--- src/rtl/spi_pkg.sv ---
// Shared definitions for the SPI responder: FSM state encoding and default sizes.
package spi_pkg;
  localparam int DATA_W_DEF      = 8;
  localparam int SYNC_STAGES_DEF = 2;

  typedef enum logic {
    IDLE  = 1'b0,
    SHIFT = 1'b1
  } state_e;
endpackage

--- src/rtl/spi_sync.sv ---
// Multi-flop synchroniser for one async input plus single-cycle rise/fall flags.
// Latency STAGES cycles to q_o, edge flags valid in the cycle q_o changes; no backpressure.
module spi_sync #(
  parameter int   STAGES  = 2,
  parameter logic RST_VAL = 1'b0
) (
  input  logic mclk,
  input  logic reset,
  input  logic d_i,
  output logic q_o,
  output logic rise_o,
  output logic fall_o
);
  logic [STAGES-1:0] sync_q;
  logic              prev_q;

  always_ff @(posedge mclk or posedge reset) begin
    if (reset) begin
      sync_q <= {STAGES{RST_VAL}};
      prev_q <= RST_VAL;
    end else begin
      sync_q <= {sync_q[STAGES-2:0], d_i};
      prev_q <= sync_q[STAGES-1];
    end
  end

  assign q_o    = sync_q[STAGES-1];
  assign rise_o = sync_q[STAGES-1] & ~prev_q;
  assign fall_o = ~sync_q[STAGES-1] & prev_q;
endmodule

--- src/rtl/spi_slave.sv ---
// SPI responder, LSB first: mosi sampled and miso launched on synced sclk fall.
// rx_valid rises SYNC_STAGES+2 cycles after the last raw sclk fall; no backpressure, overrun/underrun pulse instead.
module spi_slave
  import spi_pkg::*;
#(
  parameter int DATA_W      = DATA_W_DEF,
  parameter int SYNC_STAGES = SYNC_STAGES_DEF
) (
  input  logic              mclk,
  input  logic              reset,
  input  logic              sclk,
  input  logic              cs,
  input  logic              mosi,
  output logic              miso,
  output logic              miso_oe,
  input  logic [DATA_W-1:0] tx_data,
  input  logic              tx_valid,
  output logic              tx_ready,
  output logic [DATA_W-1:0] rx_data,
  output logic              rx_valid,
  input  logic              rx_ack,
  output logic              rx_overrun,
  output logic              tx_underrun,
  output logic              frame_err
);
  localparam int               CNT_W    = (DATA_W > 2) ? $clog2(DATA_W) : 1;
  localparam logic [CNT_W-1:0] LAST_BIT = CNT_W'(DATA_W - 1);

  logic sclk_s, sclk_rise, sclk_fall;
  logic cs_s, cs_rise, cs_fall;
  logic mosi_s, mosi_rise, mosi_fall;
  logic unused_sync_outputs;

  spi_sync #(.STAGES(SYNC_STAGES), .RST_VAL(1'b0)) u_sync_sclk (
    .mclk(mclk), .reset(reset), .d_i(sclk),
    .q_o(sclk_s), .rise_o(sclk_rise), .fall_o(sclk_fall)
  );

  // cs idles high, so its synchroniser resets high to avoid a false select.
  spi_sync #(.STAGES(SYNC_STAGES), .RST_VAL(1'b1)) u_sync_cs (
    .mclk(mclk), .reset(reset), .d_i(cs),
    .q_o(cs_s), .rise_o(cs_rise), .fall_o(cs_fall)
  );

  spi_sync #(.STAGES(SYNC_STAGES), .RST_VAL(1'b0)) u_sync_mosi (
    .mclk(mclk), .reset(reset), .d_i(mosi),
    .q_o(mosi_s), .rise_o(mosi_rise), .fall_o(mosi_fall)
  );

  assign unused_sync_outputs = ^{sclk_s, cs_s, mosi_rise, mosi_fall};

  state_e            state_q;
  logic [CNT_W-1:0]  bit_cnt_q;
  logic [DATA_W-1:0] tx_shift_q, rx_shift_q;
  logic              miso_q, miso_oe_q, done_q, frame_err_q, under_pend_q;

  logic [DATA_W-1:0] tx_buf_q, tx_buf_d;
  logic              tx_ready_q, tx_ready_d;
  logic [DATA_W-1:0] rx_data_q, rx_data_d;
  logic              rx_valid_q, rx_valid_d;
  logic              rx_overrun_q, tx_underrun_q;

  logic              start, wrap, load, underrun;
  logic [DATA_W-1:0] load_word;

  assign start     = (state_q == IDLE) && cs_fall;
  assign wrap      = (state_q == SHIFT) && !cs_rise && sclk_fall && (bit_cnt_q == LAST_BIT);
  assign load      = start || wrap;
  assign load_word = tx_ready_q ? '0 : tx_buf_q;

  // A reload at word end only counts as an underrun once the master actually
  // clocks the next word; a frame that simply ends there is not an error.
  assign underrun  = (start && tx_ready_q) ||
                     ((state_q == SHIFT) && !cs_rise && sclk_rise && under_pend_q);

  always_ff @(posedge mclk or posedge reset) begin
    if (reset) begin
      state_q      <= IDLE;
      bit_cnt_q    <= '0;
      tx_shift_q   <= '0;
      rx_shift_q   <= '0;
      miso_q       <= 1'b0;
      miso_oe_q    <= 1'b0;
      done_q       <= 1'b0;
      frame_err_q  <= 1'b0;
      under_pend_q <= 1'b0;
    end else begin
      done_q      <= 1'b0;
      frame_err_q <= 1'b0;
      case (state_q)
        IDLE: begin
          if (cs_fall) begin
            state_q      <= SHIFT;
            bit_cnt_q    <= '0;
            tx_shift_q   <= load_word;
            miso_q       <= load_word[0];
            miso_oe_q    <= 1'b1;
            under_pend_q <= 1'b0;
          end
        end
        SHIFT: begin
          if (cs_rise) begin
            state_q      <= IDLE;
            miso_q       <= 1'b0;
            miso_oe_q    <= 1'b0;
            bit_cnt_q    <= '0;
            under_pend_q <= 1'b0;
            frame_err_q  <= (bit_cnt_q != '0);
          end else begin
            if (sclk_rise) begin
              under_pend_q <= 1'b0;
            end
            if (sclk_fall) begin
              rx_shift_q <= {mosi_s, rx_shift_q[DATA_W-1:1]};
              if (bit_cnt_q == LAST_BIT) begin
                bit_cnt_q    <= '0;
                done_q       <= 1'b1;
                tx_shift_q   <= load_word;
                miso_q       <= load_word[0];
                under_pend_q <= tx_ready_q;
              end else begin
                bit_cnt_q  <= bit_cnt_q + CNT_W'(1);
                tx_shift_q <= tx_shift_q >> 1;
                miso_q     <= tx_shift_q[1];
              end
            end
          end
        end
      endcase
    end
  end

  always_comb begin
    tx_buf_d   = tx_buf_q;
    tx_ready_d = tx_ready_q;
    rx_data_d  = rx_data_q;
    rx_valid_d = rx_valid_q;
    if (load) begin
      tx_ready_d = 1'b1;
    end
    if (tx_valid && tx_ready_q) begin
      tx_buf_d   = tx_data;
      tx_ready_d = 1'b0;
    end
    // A completing word beats a simultaneous host acknowledge.
    if (done_q) begin
      rx_data_d  = rx_shift_q;
      rx_valid_d = 1'b1;
    end else if (rx_ack) begin
      rx_valid_d = 1'b0;
    end
  end

  always_ff @(posedge mclk or posedge reset) begin
    if (reset) begin
      tx_buf_q      <= '0;
      tx_ready_q    <= 1'b1;
      rx_data_q     <= '0;
      rx_valid_q    <= 1'b0;
      rx_overrun_q  <= 1'b0;
      tx_underrun_q <= 1'b0;
    end else begin
      tx_buf_q      <= tx_buf_d;
      tx_ready_q    <= tx_ready_d;
      rx_data_q     <= rx_data_d;
      rx_valid_q    <= rx_valid_d;
      rx_overrun_q  <= done_q && rx_valid_q && !rx_ack;
      tx_underrun_q <= underrun;
    end
  end

  assign miso        = miso_q;
  assign miso_oe     = miso_oe_q;
  assign tx_ready    = tx_ready_q;
  assign rx_data     = rx_data_q;
  assign rx_valid    = rx_valid_q;
  assign rx_overrun  = rx_overrun_q;
  assign tx_underrun = tx_underrun_q;
  assign frame_err   = frame_err_q;
endmodule

--- config.mk ---
export PLATFORM = sky130hd
export DESIGN_NAME = spi_slave
export DESIGN_NICKNAME = d
export VERILOG_FILES = /design/src/rtl/spi_pkg.sv /design/src/rtl/spi_sync.sv /design/src/rtl/spi_slave.sv
export SDC_FILE = /design/constraint.sdc
export NUM_CORES = 1
export LEC_CHECK = 0
export BUFFER_PORTS_ARGS = -buffer_cell sky130_fd_sc_hd__buf_2
export CORE_UTILIZATION = 35
export DETAILED_ROUTE_END_ITERATION = 8
export SLEW_MARGIN = 30
export SYNTH_ARGS = -nofsm -noshare
export SYNTH_HDL_FRONTEND = slang
export SYNTH_SLANG_ARGS = --single-unit
--- constraint.sdc ---
create_clock -name mclk -period 4.47 [get_ports mclk]
set_input_delay 0.6705 -clock mclk [delete_from_list [all_inputs] [get_ports mclk]]
set_output_delay 0.6705 -clock mclk [all_outputs]
set_load 0.01 [all_outputs]
==> results summary <==
By startpoint and endpoint, the worst setup path is classified as reg -> reg. After clock tree synthesis, the clock-pin slew on the worst setup and hold paths is 0.09 ns. The sequential cells in the finished layout cover a total of 1310 sq um. The number of antenna violations at the first check in global routing came out at 0.

The number of warnings printed during yosys synthesis is 0. The critical path buffer and inverter count came out at 1. Traced cell by cell, the critical path runs through inv_2 > nor4b_4 > mux2_2. The tightest min-delay check is of the reg -> reg type. The floorplan step set the die height to 80.6 um. The largest fanout of any net on the critical path came out at 13. Once detail routing completed, the nets flagged for antenna violations numbered 0. The final worst-path cycle share is 46.5%. Buffers inserted during clock tree synthesis total 5. In this run the cell area measured after placement is 2370 sq um.

The floorplan core area is 5960 sq um. The prevailing post-synth register cell is sky130_fd_sc_hd__dfrtp_1. The arrival time reported for the critical path endpoint came out at 2.28 ns. The unique cell type count in the Yosys netlist is 39. The total of max-cap violations is 0. For the final database, setup skew stands at 0.00619 ns. The count of input and output buffers came out at 29.

The setup TNS is 0 ns. After the first detailed-routing iteration, the DRC count stood at 70. The cell taking the most area after synthesis is sky130_fd_sc_hd__dfrtp_1. The largest buffer count on any clock path is 2. The global-route wire length before repair came out at 6040 um. By area the synthesized netlist is led by sky130_fd_sc_hd__dfrtp_1 56%, sky130_fd_sc_hd__mux2_2 9.4%, sky130_fd_sc_hd__dfstp_2 4.9%, sky130_fd_sc_hd__mux2_4 4.2%, sky130_fd_sc_hd__nor3b_1 2.4%.

The total routing usage reported by global routing is 12.6%. The H-tree depth reported by CTS is 2. The number of pins with negative max-slew slack in the final report is 0. The total leakage power is 0.00120 uW. Across the VDD grid, the largest voltage drop is 0.195 mV. The maximum frequency from static timing analysis came out at 481 MHz.

The number of iterations in the first detailed-routing pass came out at 4. The vias after detailed routing is 1259. The number of synthesized flops with an enable pin is 0. STA classifies the critical path endpoint as a flip-flop. The count of placed standard cells in the final layout, fillers left out came out at 267.

In this run the power density over the cells is 475 nW/um^2. The summed instance area of the synthesized netlist is 2160 sq um. The transition time of the tightest slew-check pin is 0.898 ns.

Setup repair after global routing left no endpoint under its margin. The max-slew headroom at the worst pin came out at 39.9%. Detailed placement finished with a half-perimeter wire length of 2420 um. The maximum number of pins on one net before global-route repair is 53. The quantity of gates resized following cts is 0. The kind of cell with the highest combined delay along the critical path is simple AND/OR/NAND/NOR gates. The TritonCTS clock tree is done.

The placer congestion estimate came out at 0.805. After clock tree synthesis, the flow added hold-fix buffers numbering 0. The synthesized instance count is 161. The number of flip-flops and latches in the synthesized netlist came out at 52. The most numerous cell in the Yosys netlist is sky130_fd_sc_hd__dfrtp_1.

The detailed-route wire length per cell is 13.5 um. The cell chosen for the clock root is sky130_fd_sc_hd__clkbuf_8. After the last flow step, the layout net total stands at 210.

The cell with the largest stage delay on the worst path is sky130_fd_sc_hd__nor4b_4. Using the TritonRoute via totals, the vias-per-cell ratio works out to 4.72. The count of endpoints failing hold in the final timing report came out at 0.

The register area share after synthesis came out at 60.4%. The time the final worst path needs with I/O delays and setup is 2.08 ns. The final count of negative-setup-slack endpoints came out at 0. The multi-input logic area is 793 sq um. The mean area per synthesized cell came out at 13.4 sq um. The total number of placement rows is 28. The chip width is 80.6 um. The number of global-route vias before repair is 1202. After detailed placement, the design holds a cell count of 259. The area of the die is 6500 sq um. The number of placed I/O pins is 30. The run finished with clean final reports. The global-route congestion overflow total is 0. The final instance area came out at 2450 sq um. The aggregate routed wire length came out at 3600 um. In this design, the stage delay of the slowest critical-path cell is 0.83 ns. The share of post-route cells with drive strength above 1 came out at 37.5%.

The area overhead of the layout relative to synthesis came out at 13.5%. At the later pin of the worst-skew pair, clock insertion delay measures 0.30 ns. Counting flops with an async set or reset pin after synthesis yields a share of 100%.

In the routed design, unresolved DRC markers number 0. The layout filler cell count came out at 592. The synthesized design devotes to its leading area cell type 55.6% of total area. Buffers added to address setup during post-CTS repair amount to 0.

Ranked by instance count, the synthesized netlist is headed by 48 x sky130_fd_sc_hd__dfrtp_1, 18 x sky130_fd_sc_hd__mux2_2, 12 x sky130_fd_sc_hd__nand2_1. The repair_antennas step left the layout with diodes totalling 0. Once the floorplan was initialized, standard cells occupied 36.3% of the core. The required time of the critical path is 4.67 ns. STA classifies the critical path startpoint as a flip-flop. The synthesized net count is 180.

The number of sinks driven by the clock tree is 52.
sequential cells by signal (all words and copies together) (netlist names), 2 cells and up:
register and count:
u_sync_cs.sync_q 2, rx_data 8, u_sync_mosi.sync_q 2, bit_cnt_q 3, tx_shift_q 7, u_sync_sclk.sync_q 2, tx_buf_q 8, rx_shift_q 8
cells by family (layout without fill, tap and decap cells):
kind of cell               after synthesis  in the layout  synth area share, %
AOI/OAI and AO/OA                       29             29                 7.99
DFF                                     52             52                 60.4
and+or+nand+nor                         38             38                 12.3
muxes                                   25             25                 14.1
adders and majority gates                4              4                 2.31
buffers and inverters                   13             44                 2.89
per-stage QoR:
stage / util, % / total power (uW) / setup WS [ns] / hold WS, ns
2_1_floorplan: - / 848 / 2.55 / 0.331
3_3_place_gp: 39.7 / 907 / 2.43 / 0.333
3_5_place_dp: 39.7 / 921 / 2.39 / 0.335
4_1_cts: 41.2 / 1190 / 2.38 / 0.357
5_1_grt: 41.2 / 1250 / 2.22 / 0.358
6_report: 41.2 / 1170 / 2.39 / 0.354
power by group:
group          total, uW  internal [uW]  switching [uW]
combinational        231            136            94.8
clock                260            109             151
sequential           674            587            87.7
final timing paths:
check                                                 from                               to  slack [ns]  depth (start not counted)
max                                      state_q$_DFF_PP0_        rx_shift_q[3]$_DFFE_PP0P_        2.39                          3
max in group asynchronous                            reset        tx_shift_q[1]$_DFFE_PP0P_        3.61                          2
min reg2reg                u_sync_sclk.sync_q[0]$_DFF_PP0_  u_sync_sclk.sync_q[1]$_DFF_PP0_        0.35                          0
min in group asynchronous                            reset  u_sync_mosi.sync_q[0]$_DFF_PP0_        0.44                          2
max reg2reg                              state_q$_DFF_PP0_        rx_shift_q[3]$_DFFE_PP0P_        2.39                          3
min                        u_sync_sclk.sync_q[0]$_DFF_PP0_  u_sync_sclk.sync_q[1]$_DFF_PP0_        0.35                          0
metal layers:
metal | global-route usage, % | vias to the layer above | share of wire, %
li1 | - | 620 | -
met1 | 18.2 | 613 | 50
met2 | 17.4 | 19 | 45
met3 | 3.18 | 7 | 3.1
met4 | 5.89 | 0 | 2.1
met5 | 0 | - | 0
area by class of cell:
type | instances | share of cell area (%)
clock buffers | 5 | 2.80
clock inverters | 3 | 0.765
inverters | 7 | 1.17
multi-input cells | 96 | 32.3
flip-flops and latches | 52 | 53.2
well taps | 75 | 3.82
repair buffers | 29 | 5.91
cell usage in the layout, fill, tap and decap left out, types with 2 or more instances in the layout:
cell type,Yosys,final
sky130_fd_sc_hd__a21oi_1,8,8
sky130_fd_sc_hd__a22o_1,3,3
sky130_fd_sc_hd__a31oi_1,2,2
sky130_fd_sc_hd__and3_1,2,2
sky130_fd_sc_hd__buf_2,2,29
sky130_fd_sc_hd__clkbuf_8,0,5
sky130_fd_sc_hd__clkinv_2,0,2
sky130_fd_sc_hd__dfrtp_1,48,48
sky130_fd_sc_hd__dfstp_2,4,4
sky130_fd_sc_hd__ha_1,4,4
sky130_fd_sc_hd__inv_1,6,5
sky130_fd_sc_hd__mux2_2,18,18
sky130_fd_sc_hd__mux2_4,6,6
sky130_fd_sc_hd__nand2_1,12,12
sky130_fd_sc_hd__nand3b_1,2,2
sky130_fd_sc_hd__nor2_1,2,2
sky130_fd_sc_hd__nor3b_1,7,7
sky130_fd_sc_hd__o21ai_0,5,5
sky130_fd_sc_hd__o21ai_1,7,7
(Power assumes the default switching activity.)
